$ cat src/rtl/alu_sequencer.sv
// Micro-sequencer feeding a 4-bit combinational ALU from an 8-slot program store
// and a 4 x 4-bit operand register file; results and flags are written back.
module alu_sequencer #(
  parameter int PROG_DEPTH = 8,
  parameter int NREGS      = 4
) (
  input  logic       clk,
  input  logic       rst,
  input  logic       prog_we,
  input  logic [2:0] prog_addr,
  input  logic [8:0] prog_data,
  input  logic       reg_we,
  input  logic [1:0] reg_addr,
  input  logic [3:0] reg_wdata,
  output logic [3:0] reg_rdata,
  input  logic       start,
  output logic       busy,
  output logic       done,
  output logic [2:0] alu_code,
  output logic [3:0] alu_a,
  output logic [3:0] alu_b,
  input  logic [3:0] alu_result,
  input  logic [3:0] alu_flags,
  output logic [3:0] last_result,
  output logic [3:0] last_flags,
  output logic [2:0] pc
);

  localparam int PW = $clog2(PROG_DEPTH);
  localparam int RW = $clog2(NREGS);
  localparam logic [2:0] OP_HALT = 3'b111;
  localparam logic [2:0] LAST_PC = 3'(PROG_DEPTH - 1);

  typedef enum logic [1:0] {S_IDLE, S_FETCH, S_EXEC, S_DONE} state_t;

  state_t     r_state;
  state_t     w_next;
  logic [8:0] r_prog [PROG_DEPTH];
  logic [3:0] r_regs [NREGS];
  logic [2:0] r_pc;
  logic [2:0] r_code;
  logic [3:0] r_a;
  logic [3:0] r_b;
  logic [3:0] r_last_result;
  logic [3:0] r_last_flags;

  logic [8:0] w_instr;
  logic [2:0] w_op;
  logic [1:0] w_dst;
  logic [1:0] w_srca;
  logic [1:0] w_srcb;
  logic       w_busy;

  // The store is frozen while busy, so the current slot still names dst during EXEC.
  assign w_instr = r_prog[r_pc];
  assign w_op    = w_instr[8:6];
  assign w_dst   = w_instr[5:4];
  assign w_srca  = w_instr[3:2];
  assign w_srcb  = w_instr[1:0];
  assign w_busy  = (r_state == S_FETCH) || (r_state == S_EXEC);

  always_comb begin
    w_next = r_state;
    case (r_state)
      S_IDLE:  if (start) w_next = S_FETCH;
      S_FETCH: w_next = (w_op == OP_HALT) ? S_DONE : S_EXEC;
      S_EXEC:  w_next = (r_pc == LAST_PC) ? S_DONE : S_FETCH;
      S_DONE:  w_next = S_IDLE;
      default: w_next = S_IDLE;
    endcase
  end

  always_ff @(posedge clk) begin
    if (rst) begin
      r_state       <= S_IDLE;
      r_pc          <= '0;
      r_code        <= '0;
      r_a           <= '0;
      r_b           <= '0;
      r_last_result <= '0;
      r_last_flags  <= '0;
      for (int unsigned i = 0; i < PROG_DEPTH; i++) r_prog[i[PW-1:0]] <= '1;
      for (int unsigned i = 0; i < NREGS; i++) r_regs[i[RW-1:0]] <= '0;
    end else begin
      r_state <= w_next;
      if (!w_busy && prog_we) r_prog[prog_addr] <= prog_data;
      if (!w_busy && reg_we) r_regs[reg_addr] <= reg_wdata;
      case (r_state)
        S_IDLE: if (start) r_pc <= '0;
        S_FETCH: begin
          if (w_op != OP_HALT) begin
            r_code <= w_op;
            r_a    <= r_regs[w_srca];
            r_b    <= r_regs[w_srcb];
          end
        end
        S_EXEC: begin
          r_regs[w_dst] <= alu_result;
          r_last_result <= alu_result;
          r_last_flags  <= alu_flags;
          if (r_pc != LAST_PC) r_pc <= r_pc + 3'd1;
        end
        default: ;
      endcase
    end
  end

  assign reg_rdata   = r_regs[reg_addr];
  assign busy        = w_busy;
  assign done        = (r_state == S_DONE);
  assign alu_code    = r_code;
  assign alu_a       = r_a;
  assign alu_b       = r_b;
  assign last_result = r_last_result;
  assign last_flags  = r_last_flags;
  assign pc          = r_pc;

endmodule

$ cat config.mk
export PLATFORM = sky130hd
export DESIGN_NAME = alu_sequencer
export DESIGN_NICKNAME = d
export VERILOG_FILES = /design/src/rtl/alu_sequencer.sv
export SDC_FILE = /design/constraint.sdc
export NUM_CORES = 1
export LEC_CHECK = 0
export ABC_AREA = 1
export CAP_MARGIN = 25
export CORE_ASPECT_RATIO = 1.2
export CORE_UTILIZATION = 55
export DETAILED_ROUTE_END_ITERATION = 8
export GPL_TIMING_DRIVEN = 1
export PLACE_DENSITY = 0.83
export SYNTH_ARGS = -nofsm -noshare
export SYNTH_HDL_FRONTEND = slang
export SYNTH_SLANG_ARGS = --single-unit
export TNS_END_PERCENT = 50
$ cat constraint.sdc
create_clock -name clk -period 3.25 [get_ports clk]
set_clock_uncertainty 0.1 [all_clocks]
set_input_delay 0.325 -clock clk [delete_from_list [all_inputs] [get_ports clk]]
set_output_delay 0.325 -clock clk [all_outputs]
set_load 0.02 [all_outputs]
* After elaboration in Yosys (flattened, before gate mapping)
Memory sizes are Yosys's and may differ from the RTL's. A register that Yosys moved wholly into a read port is not among the register bits.
Cells that the tools add are included.
** Storage, ports and cells
- Register bits :: 16
- Bits in latches :: 0
- RAM bits :: 88
- ROM bits :: 0
- Input port bits :: 31
- Output and inout port bits :: 28
- Logic and storage cells :: 57
- Memories kept :: 2
** Memory list
- r_prog :: words 8, bits a word 9, read ports 1, clocked after Yosys merged registers in 1, wr ports 8, line 38 : logic [8:0] r_prog [PROG_DEPTH];
- r_regs :: words 4, bits a word 4, read ports 3, clocked after Yosys merged registers in 2, wr ports 4, line 39 : logic [3:0] r_regs [NREGS];
** Cells by class
- $add $sub $neg :: 1
- Multipliers :: 0
- Div/mod/pow operators :: 0
- Order comparisons :: 0
- Eq/ne operators :: 9
- Shift operators :: 0
- Multiplexer cells :: 29
- Bitwise operators :: 0
- Reductions and logical operators :: 11
** Operator list (number)
- 2-to-1 mux 1 bit :: 15
- 2-to-1 mux 3 bit :: 5
- 2-to-1 mux 9 bit :: 1
- OR reduction 9 bit :: 1
- 2-to-1 mux 2 bit :: 4
- 2-to-1 mux 4 bit :: 2
- one-hot mux 2 bit (4 select lines) :: 1
- OR reduction 4 bit :: 2
- equality test 3 bit, second input constant :: 2
- inequality test 3 bit, second input constant :: 2
- one-hot mux 3 bit (2 select lines) :: 1
- equality test 2 bit, second input constant :: 2
- adder 3 x 1 -> 3 bit, second input constant :: 1
- AND reduction 3 bit :: 1
- equality test 2 x 1 -> 1 bit, second input constant :: 1
- logical AND 1 bit :: 2
- logical NOT 2 bit :: 1
- inequality test 2 x 1 -> 1 bit, second input constant :: 1
- inequality test 2 bit, second input constant :: 1
- AND reduction 2 bit :: 1
- nonzero test 2 bit :: 1
- logical NOT 1 bit :: 1
- logical OR 1 bit :: 1

* Longest topological paths before layout
- Depth after elaboration :: 10
- Gate-level depth with buffers :: 13
- Depth with buffers taken out :: 12

* Worst setup path after synthesis
Ideal clock, no wire load.
- Path type :: register -> register
- From :: register r_state[0]
- To :: memory r_prog[1][0], enable pin
- Setup time :: 0.387 ns
- Data arrival time :: 2.095 ns
- Required time :: 2.763 ns
- Path slack :: 0.667 ns
- Cell stages (with the launch flop) :: 8
- Buffers on the path :: 0
- Period minus slack after synthesis :: 2.583 ns
- Cell sequence :: dfxtp_1 inv_1 ha_1 nor2_1 nand2_1 nor2_1 clkinv_1 o21ai_0
** RTL lines
- start, declared :: line 36 : state_t r_state;
- start signal, assigned :: line 85 : r_state <= w_next;
- end, declared :: line 38

* Final worst setup path
- From :: input port reg_addr[0]
- To :: output port reg_rdata[3]
** On the way
- Cells in the longest elaborated chain, start to end :: 1
** RTL lines
- start, declared :: line 13 : input logic [1:0] reg_addr,
- memory (4 x 4 bit)
- end, declared :: line 15 : output logic [3:0] reg_rdata,
Every way passes these cells.

==> metrics <==
status finished clean; post-synth top area cell edfxtp_1; H-tree lvl count 4; Pleak 2.92 nW; R2R Setup Slk roughly 0.80 ns; xor and xnor area share after synthesis 0; Max Fclk 378 MHz; clock slew at reported path FFs 0.05 ns; peak fanout along the critical path 12; worst slew pin tran 0.593 ns; total gr overflow 0; Post-Route Setup TNS 0 ns; Synth async-reset ratio 0; number of synthesized flops with an enable pin 88; Die Y roughly 110 µm; syn avg cell area 8.53 µm²; via count 4,782; reg-to-reg endpoint r_regs[3][1]; initial DRC count about 280; CP Launch Type primary input; CP endpoint kind output port; Switching Power 0.00111 W; final clock period utilization by the worst path 0.813; pre-CTS WS 0.639 ns; Final setup viols 0; CTS max path bufs 2; largest net degree at the start of global routing 37; mux cell area share after synthesis 0; core area slightly above 10,000 µm²; Post CTS Setup Buffer Count 0; HPWL after DPL 10,600 µm; pwr dens roughly 600 nW/µm²; Register Area 3180 µm²; Initial Util 0.569; CP required about 2.8 ns; final net count 784; crit path DAT about 2.2 ns; Routability Congestion 0.900; Internal Pwr Total 0.00308 W; synth unique cells 32; Slew HR 0.604; DRT Pass-1 Iters 5; synth cell count leaders 238 x nand2_1, 103 x inv_1, 88 x edfxtp_1; Filler cells 779; Hold Path Class reg2reg; Worst-Skew Late Latency 0.41 ns; FF-to-FF path depth 7; post-synthesis net count between 700 and 800; WL final 14,600 µm; Endpoint, Worst Hold alu_code[0]; Synth Instances approximately 670; share of layout cells above drive strength 1 0.111; simple logic cell fraction of the synthesized area 0.284; final hold viol count 0; Final WS setup 0.607 ns; site row count 40; clk root buf clkbuf_16; initial antenna violation count 0; number of top-level pins 59; Die W about 95 µm; DRC Markers 0; post-cts sizing count 0; first-pass GRT wire length 23,200 µm; multi-input logic area 2000 µm²; CP max-delay cell clkdlybuf4s50_1; crit path kind in2out; RSZ-0062 raised after global routing no; TritonCTS Buffers 17; combinational power share 0.160; Post-Syn Area 5730 µm²; Crit path largest cell delay 0.61 ns; prevailing post-synth register cell edfxtp_1; Max Cap Violations 0; sequential share of the synthesized area 0.556; fin crit period 2.64 ns; vias per cell 5.42; Ys Warns 0; n_diodes 0; most numerous cell in the Yosys netlist nand2_1; sequential share of power 0.408; Synth area leaders edfxtp_1 46%, nand2_1 16%, dfxtp_1 9.4%; vias in the first global route 4,743; CTS tree yes; PortBufs 58; routed len/inst 16.5 µm; register bit total from synthesis between 100 and 150; Pins Over Slew Limit 0; Syn-to-layout area delta 22.5%; Post-DRT Antenna Nets 0; Compound-Gate Fraction of Synth Area 0.0509; Die Footprint 10,800 µm²; post-layout util 0.697; Worst VDD drop 0.351 mV; switching part of the total 0.265; Hold Path Depth 2; gr usage total 0.292; hold path startpoint alu_code[0]; Sink Count 115; CTS Hold Bufs 0; crit-path cells clkdlybuf4s50_1 > inv_1 > o21ai_0 > a21oi_1 > a21oi_1 > clkdlybuf4s50_1; combinational family with the most area after synthesis simple AND/OR/NAND/NOR gates; clock share of power 0.432; Synth Area in Adders 0.0153; Yosys top cell area share 0.461
-- cell usage in the layout, fill, tap and decap left out, drive strengths merged, types with 4 or more instances in the layout --
cell type,instances
buf,14
inv,106
a21oi,19
a22o,4
o22ai,4
nand2,244
o21ai,23
ha,7
nand3,77
dfxtp,27
clkbuf,17
edfxtp,88
clkinv,11
nor2,47
clkdlybuf4s50,58
-- critical path: cells and delay by family --
kind | cells | cell delay, ns
buf+inv | 3 | 1.41
compound gates | 3 | 0.48
-- through the flow --
step	cells	instance area, µm²	hold slack (ns)	power, W
floorplan	671	5730	0.351	0.00217
global placement	853	6450	0.342	0.00238
detailed placement	853	6450	0.354	0.00240
CTS	883	7020	0.370	0.00419
global route	883	7020	0.376	0.00433
finish	883	7020	0.367	0.00420
-- cells by family after synthesis --
group,Yosys count
AOI/OAI and AO/OA,52
and+or+nand+nor,372
buffers and inverters,125
adders and majority gates,7
DFF,115
-- sequential cells by signal (all words and copies together), names as in the netlist, named ones only --
signal	cells
pc	3
r_state	2
r_regs	16
last_flags	4
alu_a	4
r_prog	72
alu_b	4
last_result	4
alu_code	3
-- power by group through the flow --
| stage | clock network [W] | registers [W] | logic (W) |
|---|---|---|---|
| 2_1_floorplan | 0 | 0.00175 | 0.000421 |
| 3_3_place_gp | 0 | 0.00174 | 0.000642 |
| 3_5_place_dp | 0 | 0.00174 | 0.000662 |
| 4_1_cts | 0.00181 | 0.00171 | 0.000669 |
| 5_1_grt | 0.00187 | 0.00172 | 0.000741 |
| 6_report | 0.00181 | 0.00171 | 0.000672 |
-- routing by layer --
layer,vias to the layer above,GRT usage,part of all wire
li1,2299,-,-
met3,39,0.0547,0.076
met2,255,0.520,0.52
met1,2189,0.335,0.37
met5,-,0,0
met4,0,0.126,0.028
-- how the worst max path moves through the flow --
stage / cells after the start / slack [ns] / endpoint / from
after floorplan: 7 / 0.67 / r_prog[1][0] / r_state[0]
after global placement: 6 / 0.76 / reg_rdata[0] / reg_addr[0]
after detailed placement: 6 / 0.64 / reg_rdata[3] / reg_addr[0]
after CTS: 6 / 0.62 / reg_rdata[3] / reg_addr[0]
after global routing: 6 / 0.47 / reg_rdata[3] / reg_addr[0]
final: 6 / 0.61 / reg_rdata[3] / reg_addr[0]
-- final cells by class --
type,count,share of cell area
inverter,109,0.0594
sequential,115,0.454
tap,126,0.0225
timing repair buffer,72,0.0977
multi-input combinational,431,0.286
clock buffer,17,0.0606
clock inverter,13,0.0205
Power figures use the tool's default switching activity.
